File: src/rtl/aud_pkg.sv
// aud_pkg: shared types and constants for the audio playback sample engine.
//   aud_mode_e  : playback mode (fast/normal, zero-order hold, linear interp)
//   aud_state_e : sample engine FSM state
//   decode_mode : maps the raw 2-bit mode input onto aud_mode_e
// Optional feature macro: AUD_DSP_LINEAR_EN (linear interpolation mode).
package aud_pkg;

  localparam int AUD_DATA_W  = 16;
  localparam int AUD_DIV_CYC = 20;
  // Interpolation product width; the divider retires one bit per cycle,
  // so this also sets the divide latency.
  localparam int AUD_PROD_W  = AUD_DIV_CYC;

  typedef enum logic [1:0] {
    MODE_FAST   = 2'd0,
    MODE_HOLD   = 2'd1,
    MODE_LINEAR = 2'd2
  } aud_mode_e;

  typedef enum logic [2:0] {
    ST_IDLE    = 3'd0,
    ST_WAIT    = 3'd1,
    ST_FETCH_A = 3'd2,
    ST_FETCH_B = 3'd3,
    ST_DIV     = 3'd4,
    ST_OUT     = 3'd5,
    ST_PAUSED  = 3'd6
  } aud_state_e;

  // Mode 3 plays as fast/normal. Without the linear build, mode 2 is a hold.
  function automatic aud_mode_e decode_mode(input logic [1:0] m);
    aud_mode_e r;
    case (m)
      2'd1:    r = MODE_HOLD;
`ifdef AUD_DSP_LINEAR_EN
      2'd2:    r = MODE_LINEAR;
`else
      2'd2:    r = MODE_HOLD;
`endif
      default: r = MODE_FAST;
    endcase
    return r;
  endfunction

endpackage

File: src/rtl/aud_dsp_if.sv
// aud_dsp_if: SRAM read bus and DAC serializer side of the sample engine.
//   o_sram_addr : word address to the SRAM
//   i_sram_data : SRAM read data, valid one cycle after the address
//   i_daclrck   : frame (left/right) clock, synchronous to the bit clock
//   o_dac_data  : signed sample to the serializer
//   o_en        : serializer enable
//   o_done      : one-cycle end-of-data pulse
// master = sample engine, slave = SRAM/serializer side.
interface aud_dsp_if #(
  parameter int ADDR_W = 20,
  parameter int DATA_W = 16
);
  logic        [ADDR_W-1:0] o_sram_addr;
  logic        [DATA_W-1:0] i_sram_data;
  logic                     i_daclrck;
  logic signed [DATA_W-1:0] o_dac_data;
  logic                     o_en;
  logic                     o_done;

  modport master (
    output o_sram_addr, o_dac_data, o_en, o_done,
    input  i_sram_data, i_daclrck
  );

  modport slave (
    input  o_sram_addr, o_dac_data, o_en, o_done,
    output i_sram_data, i_daclrck
  );
endinterface

File: src/rtl/aud_div.sv
// aud_div: sequential restoring divider, 20-bit signed dividend by 4-bit
// unsigned divisor, quotient truncated toward zero.
//   i_start    : load operands and begin (ignored while i_clr is high)
//   i_clr      : abandon any divide in progress
//   o_busy     : divide in progress
//   o_done     : high in the final iteration cycle; o_quotient valid then
//   o_quotient : low AUD_DATA_W bits of the signed quotient
// Latency is fixed at AUD_DIV_CYC cycles after the start cycle.
module aud_div
  import aud_pkg::*;
(
  input  logic                         i_clk,
  input  logic                         i_rst_n,
  input  logic                         i_start,
  input  logic                         i_clr,
  input  logic signed [AUD_PROD_W-1:0] i_dividend,
  input  logic        [3:0]            i_divisor,
  output logic                         o_busy,
  output logic                         o_done,
  output logic signed [AUD_DATA_W-1:0] o_quotient
);

  localparam int CNT_W = $clog2(AUD_DIV_CYC + 1);

  logic [AUD_PROD_W-1:0] quo_q, quo_d;
  logic [3:0]            rem_q, rem_d;
  logic [3:0]            dvs_q, dvs_d;
  logic                  neg_q, neg_d;
  logic [CNT_W-1:0]      cnt_q, cnt_d;

  logic [4:0]            trial;
  logic                  fits;
  logic [AUD_PROD_W-1:0] quo_step;
  logic [AUD_PROD_W-1:0] dvd_u;
  logic [AUD_DATA_W-1:0] quo_low;

  // Divide on magnitudes, then reapply the sign: gives truncation toward zero.
  assign dvd_u    = i_dividend;
  assign trial    = {rem_q, quo_q[AUD_PROD_W-1]};
  assign fits     = (trial >= {1'b0, dvs_q});
  assign quo_step = {quo_q[AUD_PROD_W-2:0], fits};
  assign quo_low  = quo_step[AUD_DATA_W-1:0];

  assign o_busy     = (cnt_q != '0);
  // The last iteration is taken combinationally so the result is usable in
  // the same cycle it completes.
  assign o_done     = (cnt_q == CNT_W'(1));
  assign o_quotient = neg_q ? $signed(~quo_low + 1'b1) : $signed(quo_low);

  always_comb begin
    quo_d = quo_q;
    rem_d = rem_q;
    dvs_d = dvs_q;
    neg_d = neg_q;
    cnt_d = cnt_q;
    if (i_clr) begin
      cnt_d = '0;
    end else if (i_start) begin
      quo_d = i_dividend[AUD_PROD_W-1] ? (~dvd_u + 1'b1) : dvd_u;
      rem_d = '0;
      dvs_d = i_divisor;
      neg_d = i_dividend[AUD_PROD_W-1];
      cnt_d = CNT_W'(AUD_DIV_CYC);
    end else if (cnt_q != '0) begin
      quo_d = quo_step;
      // The true remainder is below the divisor, so 4-bit wrap is exact.
      rem_d = fits ? (trial[3:0] - dvs_q) : trial[3:0];
      cnt_d = cnt_q - CNT_W'(1);
    end
  end

  always_ff @(posedge i_clk or negedge i_rst_n) begin
    if (!i_rst_n) begin
      quo_q <= '0;
      rem_q <= '0;
      dvs_q <= '0;
      neg_q <= 1'b0;
      cnt_q <= '0;
    end else begin
      quo_q <= quo_d;
      rem_q <= rem_d;
      dvs_q <= dvs_d;
      neg_q <= neg_d;
      cnt_q <= cnt_d;
    end
  end

endmodule

File: src/rtl/aud_dsp.sv
// aud_dsp: playback sample engine ahead of the I2S DAC serializer.
// Reads 16-bit samples from SRAM, applies speed change (fast skip, slow hold,
// slow linear interpolation) and presents one sample per frame.
//   i_clk, i_rst_n   : bit clock, async active-low reset
//   i_start/pause/stop : one-cycle control pulses (stop > pause > start)
//   i_mode, i_speed, i_end_addr : latched on every accepted start/resume
//   bus (aud_dsp_if.master) : SRAM address/data, frame clock, DAC outputs
// Optional feature macro: AUD_DSP_LINEAR_EN compiles in FETCH_B, DIV and
// aud_div; without it mode 2 plays exactly as mode 1.
//
// state    | meaning
// ---------+-------------------------------------------------------------
// IDLE     | stopped; after reset, stop or end of data
// WAIT     | running, waiting for a frame rise (end check happens here)
// FETCH_A  | address s[i] on the SRAM
// FETCH_B  | capture s[i], address s[i+1] (linear only)
// DIV      | interpolation divide; publishes when it completes (linear)
// OUT      | publish s[i] (modes 0/1)
// PAUSED   | position frozen, outputs quiet
module aud_dsp
  import aud_pkg::*;
#(
  parameter int ADDR_W = 20,
  parameter int DATA_W = AUD_DATA_W
) (
  input  logic              i_clk,
  input  logic              i_rst_n,
  input  logic              i_start,
  input  logic              i_pause,
  input  logic              i_stop,
  input  logic [1:0]        i_mode,
  input  logic [2:0]        i_speed,
  input  logic [ADDR_W-1:0] i_end_addr,
  aud_dsp_if.master         bus
);

  aud_state_e               state_q, state_d;
  aud_mode_e                mode_q, mode_d;
  logic        [2:0]        nm1_q, nm1_d;
  logic        [ADDR_W-1:0] end_q, end_d;
  // One spare bit so i + N past the end never wraps.
  logic        [ADDR_W:0]   pos_q, pos_d;
  logic        [2:0]        ph_q, ph_d;
  logic                     lrck_q;
  logic        [ADDR_W-1:0] addr_q, addr_d;
  logic signed [DATA_W-1:0] dac_q, dac_d;
  logic                     en_q, en_d;
  logic                     done_q, done_d;

  logic                     rise;
  logic        [ADDR_W:0]   pos_adv;
  logic        [2:0]        ph_adv;

  assign rise = bus.i_daclrck && !lrck_q;

  assign bus.o_sram_addr = addr_q;
  assign bus.o_dac_data  = dac_q;
  assign bus.o_en        = en_q;
  assign bus.o_done      = done_q;

  // Position after a published sample.
  always_comb begin
    pos_adv = pos_q;
    ph_adv  = ph_q;
    if (mode_q == MODE_FAST) begin
      pos_adv = pos_q + (ADDR_W+1)'(nm1_q) + (ADDR_W+1)'(1);
    end else if (ph_q >= nm1_q) begin
      // >= rather than == in case a resume lowered the speed under k.
      pos_adv = pos_q + (ADDR_W+1)'(1);
      ph_adv  = '0;
    end else begin
      ph_adv = ph_q + 3'd1;
    end
  end

`ifdef AUD_DSP_LINEAR_EN
  logic signed [DATA_W-1:0]     sa_q, sa_d;
  logic                         div_start, div_clr, div_busy, div_done;
  logic signed [AUD_PROD_W-1:0] diff_w, prod_w;
  logic signed [DATA_W-1:0]     div_q;
  logic        [3:0]            n_w;
  logic        [ADDR_W-1:0]     addr_b;

  // s[i+1] arrives straight off the bus in the first DIV cycle.
  assign diff_w = {{(AUD_PROD_W-DATA_W){bus.i_sram_data[DATA_W-1]}}, bus.i_sram_data}
                - {{(AUD_PROD_W-DATA_W){sa_q[DATA_W-1]}}, sa_q};
  assign prod_w = diff_w * $signed({{(AUD_PROD_W-3){1'b0}}, ph_q});
  assign n_w    = {1'b0, nm1_q} + 4'd1;
  // At the last sample the successor is the sample itself.
  assign addr_b = (pos_q[ADDR_W-1:0] == end_q) ? pos_q[ADDR_W-1:0]
                                               : pos_q[ADDR_W-1:0] + ADDR_W'(1);

  aud_div u_div (
    .i_clk      (i_clk),
    .i_rst_n    (i_rst_n),
    .i_start    (div_start),
    .i_clr      (div_clr),
    .i_dividend (prod_w),
    .i_divisor  (n_w),
    .o_busy     (div_busy),
    .o_done     (div_done),
    .o_quotient (div_q)
  );
`endif

  always_comb begin
    state_d = state_q;
    mode_d  = mode_q;
    nm1_d   = nm1_q;
    end_d   = end_q;
    pos_d   = pos_q;
    ph_d    = ph_q;
    addr_d  = addr_q;
    dac_d   = dac_q;
    en_d    = en_q;
    done_d  = 1'b0;
`ifdef AUD_DSP_LINEAR_EN
    sa_d      = sa_q;
    div_start = 1'b0;
    div_clr   = 1'b0;
`endif
    if (i_stop) begin
      state_d = ST_IDLE;
      pos_d   = '0;
      ph_d    = '0;
      addr_d  = '0;
      dac_d   = '0;
      en_d    = 1'b0;
`ifdef AUD_DSP_LINEAR_EN
      div_clr = 1'b1;
`endif
    end else if (i_pause && state_q != ST_IDLE) begin
      state_d = ST_PAUSED;
      dac_d   = '0;
      en_d    = 1'b0;
`ifdef AUD_DSP_LINEAR_EN
      div_clr = 1'b1;
`endif
    end else if (i_start && (state_q == ST_IDLE || state_q == ST_PAUSED)) begin
      state_d = ST_WAIT;
      mode_d  = decode_mode(i_mode);
      nm1_d   = i_speed;
      end_d   = i_end_addr;
      if (state_q == ST_IDLE) begin
        pos_d = '0;
        ph_d  = '0;
      end
    end else begin
      case (state_q)
        ST_WAIT: begin
          if (rise) begin
            // End is taken at the frame after the last sample, so that
            // sample keeps its full frame on the output.
            if (pos_q > {1'b0, end_q}) begin
              state_d = ST_IDLE;
              pos_d   = '0;
              ph_d    = '0;
              dac_d   = '0;
              en_d    = 1'b0;
              done_d  = 1'b1;
            end else begin
              state_d = ST_FETCH_A;
              addr_d  = pos_q[ADDR_W-1:0];
            end
          end
        end
        ST_FETCH_A: begin
          state_d = ST_OUT;
`ifdef AUD_DSP_LINEAR_EN
          if (mode_q == MODE_LINEAR) begin
            state_d = ST_FETCH_B;
            addr_d  = addr_b;
          end
`endif
        end
        ST_OUT: begin
          dac_d   = bus.i_sram_data;
          en_d    = 1'b1;
          pos_d   = pos_adv;
          ph_d    = ph_adv;
          state_d = ST_WAIT;
        end
`ifdef AUD_DSP_LINEAR_EN
        ST_FETCH_B: begin
          sa_d    = bus.i_sram_data;
          state_d = ST_DIV;
        end
        ST_DIV: begin
          if (!div_busy) begin
            div_start = 1'b1;
          end else if (div_done) begin
            dac_d   = sa_q + div_q;
            en_d    = 1'b1;
            pos_d   = pos_adv;
            ph_d    = ph_adv;
            state_d = ST_WAIT;
          end
        end
`endif
        default: ;
      endcase
    end
  end

  always_ff @(posedge i_clk or negedge i_rst_n) begin
    if (!i_rst_n) begin
      state_q <= ST_IDLE;
      mode_q  <= MODE_FAST;
      nm1_q   <= '0;
      end_q   <= '0;
      pos_q   <= '0;
      ph_q    <= '0;
      lrck_q  <= 1'b0;
      addr_q  <= '0;
      dac_q   <= '0;
      en_q    <= 1'b0;
      done_q  <= 1'b0;
    end else begin
      state_q <= state_d;
      mode_q  <= mode_d;
      nm1_q   <= nm1_d;
      end_q   <= end_d;
      pos_q   <= pos_d;
      ph_q    <= ph_d;
      lrck_q  <= bus.i_daclrck;
      addr_q  <= addr_d;
      dac_q   <= dac_d;
      en_q    <= en_d;
      done_q  <= done_d;
    end
  end

`ifdef AUD_DSP_LINEAR_EN
  always_ff @(posedge i_clk or negedge i_rst_n) begin
    if (!i_rst_n) sa_q <= '0;
    else          sa_q <= sa_d;
  end
`endif

endmodule

File: src/flat_wrapper.sv
// flat-port wrapper written by rule: the top's interface ports become plain ports
module aud_dsp_flat import aud_pkg::*;
#(
  parameter int ADDR_W = 20,
  parameter int DATA_W = AUD_DATA_W
)
  (i_clk, i_rst_n, i_start, i_pause, i_stop, i_mode, i_speed, i_end_addr, bus_o_sram_addr, bus_o_dac_data, bus_o_en, bus_o_done, bus_i_sram_data, bus_i_daclrck);
  aud_dsp_if #(.ADDR_W(ADDR_W), .DATA_W(DATA_W)) bus_i ();
  input  logic i_clk;
  input  logic i_rst_n;
  input  logic i_start;
  input  logic i_pause;
  input  logic i_stop;
  input  logic [1:0] i_mode;
  input  logic [2:0] i_speed;
  input  logic [ADDR_W-1:0] i_end_addr;
  output wire logic [$bits(bus_i.o_sram_addr)-1:0] bus_o_sram_addr;
  output wire logic [$bits(bus_i.o_dac_data)-1:0] bus_o_dac_data;
  output wire logic [$bits(bus_i.o_en)-1:0] bus_o_en;
  output wire logic [$bits(bus_i.o_done)-1:0] bus_o_done;
  input wire logic [$bits(bus_i.i_sram_data)-1:0] bus_i_sram_data;
  input wire logic [$bits(bus_i.i_daclrck)-1:0] bus_i_daclrck;
  assign bus_o_sram_addr = bus_i.o_sram_addr;
  assign bus_o_dac_data = bus_i.o_dac_data;
  assign bus_o_en = bus_i.o_en;
  assign bus_o_done = bus_i.o_done;
  assign bus_i.i_sram_data = bus_i_sram_data;
  assign bus_i.i_daclrck = bus_i_daclrck;
  aud_dsp #(.ADDR_W(ADDR_W), .DATA_W(DATA_W)) u_core (.i_clk(i_clk), .i_rst_n(i_rst_n), .i_start(i_start), .i_pause(i_pause), .i_stop(i_stop), .i_mode(i_mode), .i_speed(i_speed), .i_end_addr(i_end_addr), .bus(bus_i));
endmodule
File: config.mk
export PLATFORM = sky130hd
export DESIGN_NAME = aud_dsp_flat
export DESIGN_NICKNAME = d
export VERILOG_FILES = /design/src/rtl/aud_pkg.sv /design/src/rtl/aud_dsp_if.sv /design/src/rtl/aud_div.sv /design/src/rtl/aud_dsp.sv /design/src/flat_wrapper.sv
export SDC_FILE = /design/constraint.sdc
export NUM_CORES = 1
export LEC_CHECK = 0
export CAP_MARGIN = 20
export CORE_ASPECT_RATIO = 0.75
export CORE_MARGIN = 2
export CORE_UTILIZATION = 43
export CTS_CLUSTER_SIZE = 40
export DETAILED_ROUTE_END_ITERATION = 12
export PLACE_DENSITY_LB_ADDON = 0.25
export SLEW_MARGIN = 20
export SYNTH_ARGS = -nofsm -noshare
export SYNTH_HDL_FRONTEND = slang
export SYNTH_SLANG_ARGS = --single-unit
File: constraint.sdc
create_clock -name i_clk -period 2.6 [get_ports i_clk]
set_input_delay 0.26 -clock i_clk [delete_from_list [all_inputs] [get_ports i_clk]]
set_output_delay 0.26 -clock i_clk [all_outputs]
set_load 0.01 [all_outputs]
==> impl_metrics.yaml <==
outcome:
  status: "finished with violations"
  violations: "setup timing"
setup_path:
  arrival_ps: 3030
  worstRegToRegCells: 12
  reg2reg_to: "u_core.bus.o_sram_addr[2]$_DFFE_PN0P_"
  crit_required_ps: 2820
  crit_path_max_fanout: 5
  reg2reg_from: "u_core.end_q[14]$_DFFE_PN0P_"
  path_class: "reg -> reg"
  start_kind: "flop"
  rrSetupSlack_ps: -210
  cp-endpoint: "u_core.bus.o_sram_addr[2]$_DFFE_PN0P_"
  setup.worst_path.start: "u_core.end_q[14]$_DFFE_PN0P_"
  critPathCaptureType: "flop"
placement:
  dp_cells: 719
  place.gp.congestion: 0.863
  numPortBuffers: 84
  place_hpwl_mm: 8.91
  pre_cts_ws_ps: -191
global_routing:
  grt_pass1_vias: 4100
  grt_max_degree: 49
  grt_usage: 0.218
  antenna_found_initial: 0
  gr-total-overflow: 0
  grt_first_pass_wirelength_mm: 20.3
power:
  p_leak_uw: 0.00310
  totalPowerFinal_uw: 5200
  sw_frac_of_total: 0.312
  p_int_uw: 3570
  p_sw_uw: 1620
  seqPwrFrac: 0.344
  power_density_mw_per_mm2: 754
  ir_drop_mv: 0.476
  pwr-share-comb: 0.370
  pwr-share-clk: 0.286
clocking:
  cts-root-buf: "clkbuf_16"
  htreeDepth: 3
  clk_latency_ps: 350
  cts_tree: "built"
  cts.sinks: 90
  numCtsBuffers: 9
  cts_buffer_depth: 2
  clk_pin_slew_ps: 60
worst_hold_path:
  hold_path.class: "in -> reg"
timing:
  worst_slew_pin_slew_ps: 598
  slew_headroom: 0.600
  hold_viol_final: 0
  fmax_mhz: 356
  min_period_ps: 2810
  worst_hold_slack_ps: 373
  setup_viol: 43
  fin_setup_tns_ps: -5330
  rsz0062_at_grt: "yes"
  skew_ps: 5.16
  setup_ws_ps: -208
  finalCritPeriodShare: 1.08
  drv_slew: 0
floorplan:
  io_pins: 85
  die_h_um: 95.2
  core_area_mm2: 0.0109
  die_w_um: 126
  initial_core_util: 0.440
  placementRows: 33
  die-area_mm2: 0.0120
route:
  via_count: 4118
  drc: 0
  drt-met1-wl_mm: 5.97
  wl_met2_mm: 5.95
  top_layer_used: "met4"
  wl_per_cell_um: 17.1
  drtIter0Drc: 268
  wl_met3_um: 612
  routed_wl_mm: 12.8
  routed_via_density: 5.48
  dr.pass1.iters: 4
  ant_nets: 0
finish:
  drive_gt1_frac: 0.248
  fin_nets: 683
  final_common_cell: "dfrtp_1"
  n_antenna_cell: 0
  mostFrequentLayoutCells: "dfrtp_1, clkdlybuf4s50_1, buf_4, nor2_1, inv_1"
  area_growth_pct: 44.3
  fin_cells: 752
yosys:
  synth_cell_type_count: 62
  synthArstFlopShare: 1.00
  ys.flop_type: "dfrtp_1"
  syn_inst: 459
  syn_avg_cell_area_um2: 10.4
  ys_warn_count: 0
  syn_nets: 535
  ys_seq_elements: 90
  synth_area_mm2: 0.00477
  synth_edf_count: 0
  yosysSeqAreaShare: 0.472
flow_run:
  cap_violations: 0
-- synth_stat cells, types with 3 or more instances --
cell type | n | area share
a21o_1 | 6 | 0.0094
a21oi_1 | 18 | 0.019
a22o_1 | 17 | 0.031
a31oi_1 | 9 | 0.012
and2_1 | 4 | 0.0052
and3_1 | 5 | 0.0066
buf_2 | 3 | 0.0031
clkbuf_1 | 12 | 0.0094
dfrtp_1 | 90 | 0.47
ha_1 | 28 | 0.073
inv_1 | 31 | 0.024
mux2_2 | 23 | 0.054
mux2i_1 | 21 | 0.044
nand2_1 | 29 | 0.023
nand2b_1 | 3 | 0.0039
nand3_1 | 7 | 0.0073
nand4_1 | 8 | 0.010
nor2_1 | 42 | 0.033
nor2b_1 | 6 | 0.0079
nor3_1 | 9 | 0.0094
o211ai_1 | 3 | 0.0047
o21a_1 | 3 | 0.0047
o21ai_0 | 11 | 0.012
o21ai_1 | 22 | 0.023
o22ai_1 | 4 | 0.0052
-- how the worst min path moves through the flow --
| stage | startpoint | endpoint | slack, ps | cells after the start |
|---|---|---|---|---|
| after floorplan | i_rst_n | u_core.bus.o_dac_data[0]$_DFFE_PN0P_ | -40 | 0 |
| after global placement | i_rst_n | u_core.bus.o_dac_data[8]$_DFFE_PN0P_ | 290 | 1 |
| after detailed placement | i_rst_n | u_core.bus.o_dac_data[8]$_DFFE_PN0P_ | 290 | 1 |
| after CTS | bus_i_daclrck | u_core.lrck_q$_DFF_PN0_ | 370 | 1 |
| after global routing | bus_i_daclrck | u_core.lrck_q$_DFF_PN0_ | 410 | 1 |
| final | bus_i_daclrck | u_core.lrck_q$_DFF_PN0_ | 370 | 1 |
-- per-stage QoR --
| stage | util | instance area, um^2 |
|---|---|---|
| floorplan | - | 4790 |
| global placement | 0.566 | 6140 |
| detailed placement | 0.566 | 6140 |
| CTS | 0.617 | 6700 |
| global route | 0.634 | 6890 |
| finish | 0.634 | 6890 |
-- final cells by class --
| type | count | area [um^2] |
|---|---|---|
| Clock buffer | 10 | 229 |
| Inverter | 31 | 116 |
| Sequential cell | 90 | 2250 |
| Clock inverter | 6 | 105 |
| Tap cell | 140 | 175 |
| Fill cell | 894 | 3970 |
| Multi-Input combinational cell | 320 | 2520 |
| Timing Repair Buffer | 155 | 1490 |
-- metal layers --
metal,vias up,global-route usage
met1,2001,0.290
met5,-,0
met3,27,0.0466
met4,0,0.0898
li1,1958,-
met2,132,0.352
-- worst max-delay path, cell delays in order (launching register included) --
cell and delay (ps):
dfrtp_1 360, inv_1 50, ha_1 300, nand4_1 150, buf_4 150, nor2_2 40, a221oi_2 280, or3b_4 440
a2111oi_4 310, buf_6 180, buf_6 150, mux2i_1 210, nor2_1 60
-- logic make-up (layout without fill, tap and decap cells) --
group | count (synthesis) | after routing | synth area share
muxes | 44 | 44 | 0.0983
and+or+nand+nor | 134 | 134 | 0.146
AOI/OAI and AO/OA | 111 | 111 | 0.160
adders and majority gates | 29 | 29 | 0.0776
DFF | 90 | 90 | 0.472
buffers and inverters | 49 | 202 | 0.0425
xor gates and xnor gates | 2 | 2 | 0.00367
-- power groups by stage --
stage	registers, uW	logic [uW]	clock network (uW)
6_report	1790	1920	1480
5_1_grt	1820	2110	1570
4_1_cts	1790	1760	1510
3_5_place_dp	1810	1570	0
3_3_place_gp	1800	1510	0
2_1_floorplan	1760	1050	0
-- state kept, by name, indices dropped and copies added (netlist names) --
signal and cells:
u_core.bus.o_dac_data 16, u_core.bus.o_done 1, u_core.bus.o_en 1, u_core.bus.o_sram_addr 20
u_core.end_q 20, u_core.lrck_q 1, u_core.mode_q 1, u_core.nm1_q 3
u_core.ph_q 3, u_core.pos_q 21, u_core.state_q 3
-- what timing repair did --
| item | 4_1_cts | 5_1_grt |
|---|---|---|
| cloned | 3 | 0 |
| hold buffers | 1 | 0 |
| gates resized for setup | 15 | 34 |
| pin swaps | 14 | 14 |
| setup buffers | 12 | 2 |
| endpoints found under the setup margin | 58 | 59 |
| hold endpoints to repair | 42 | 0 |
(Power assumes the default switching activity.)
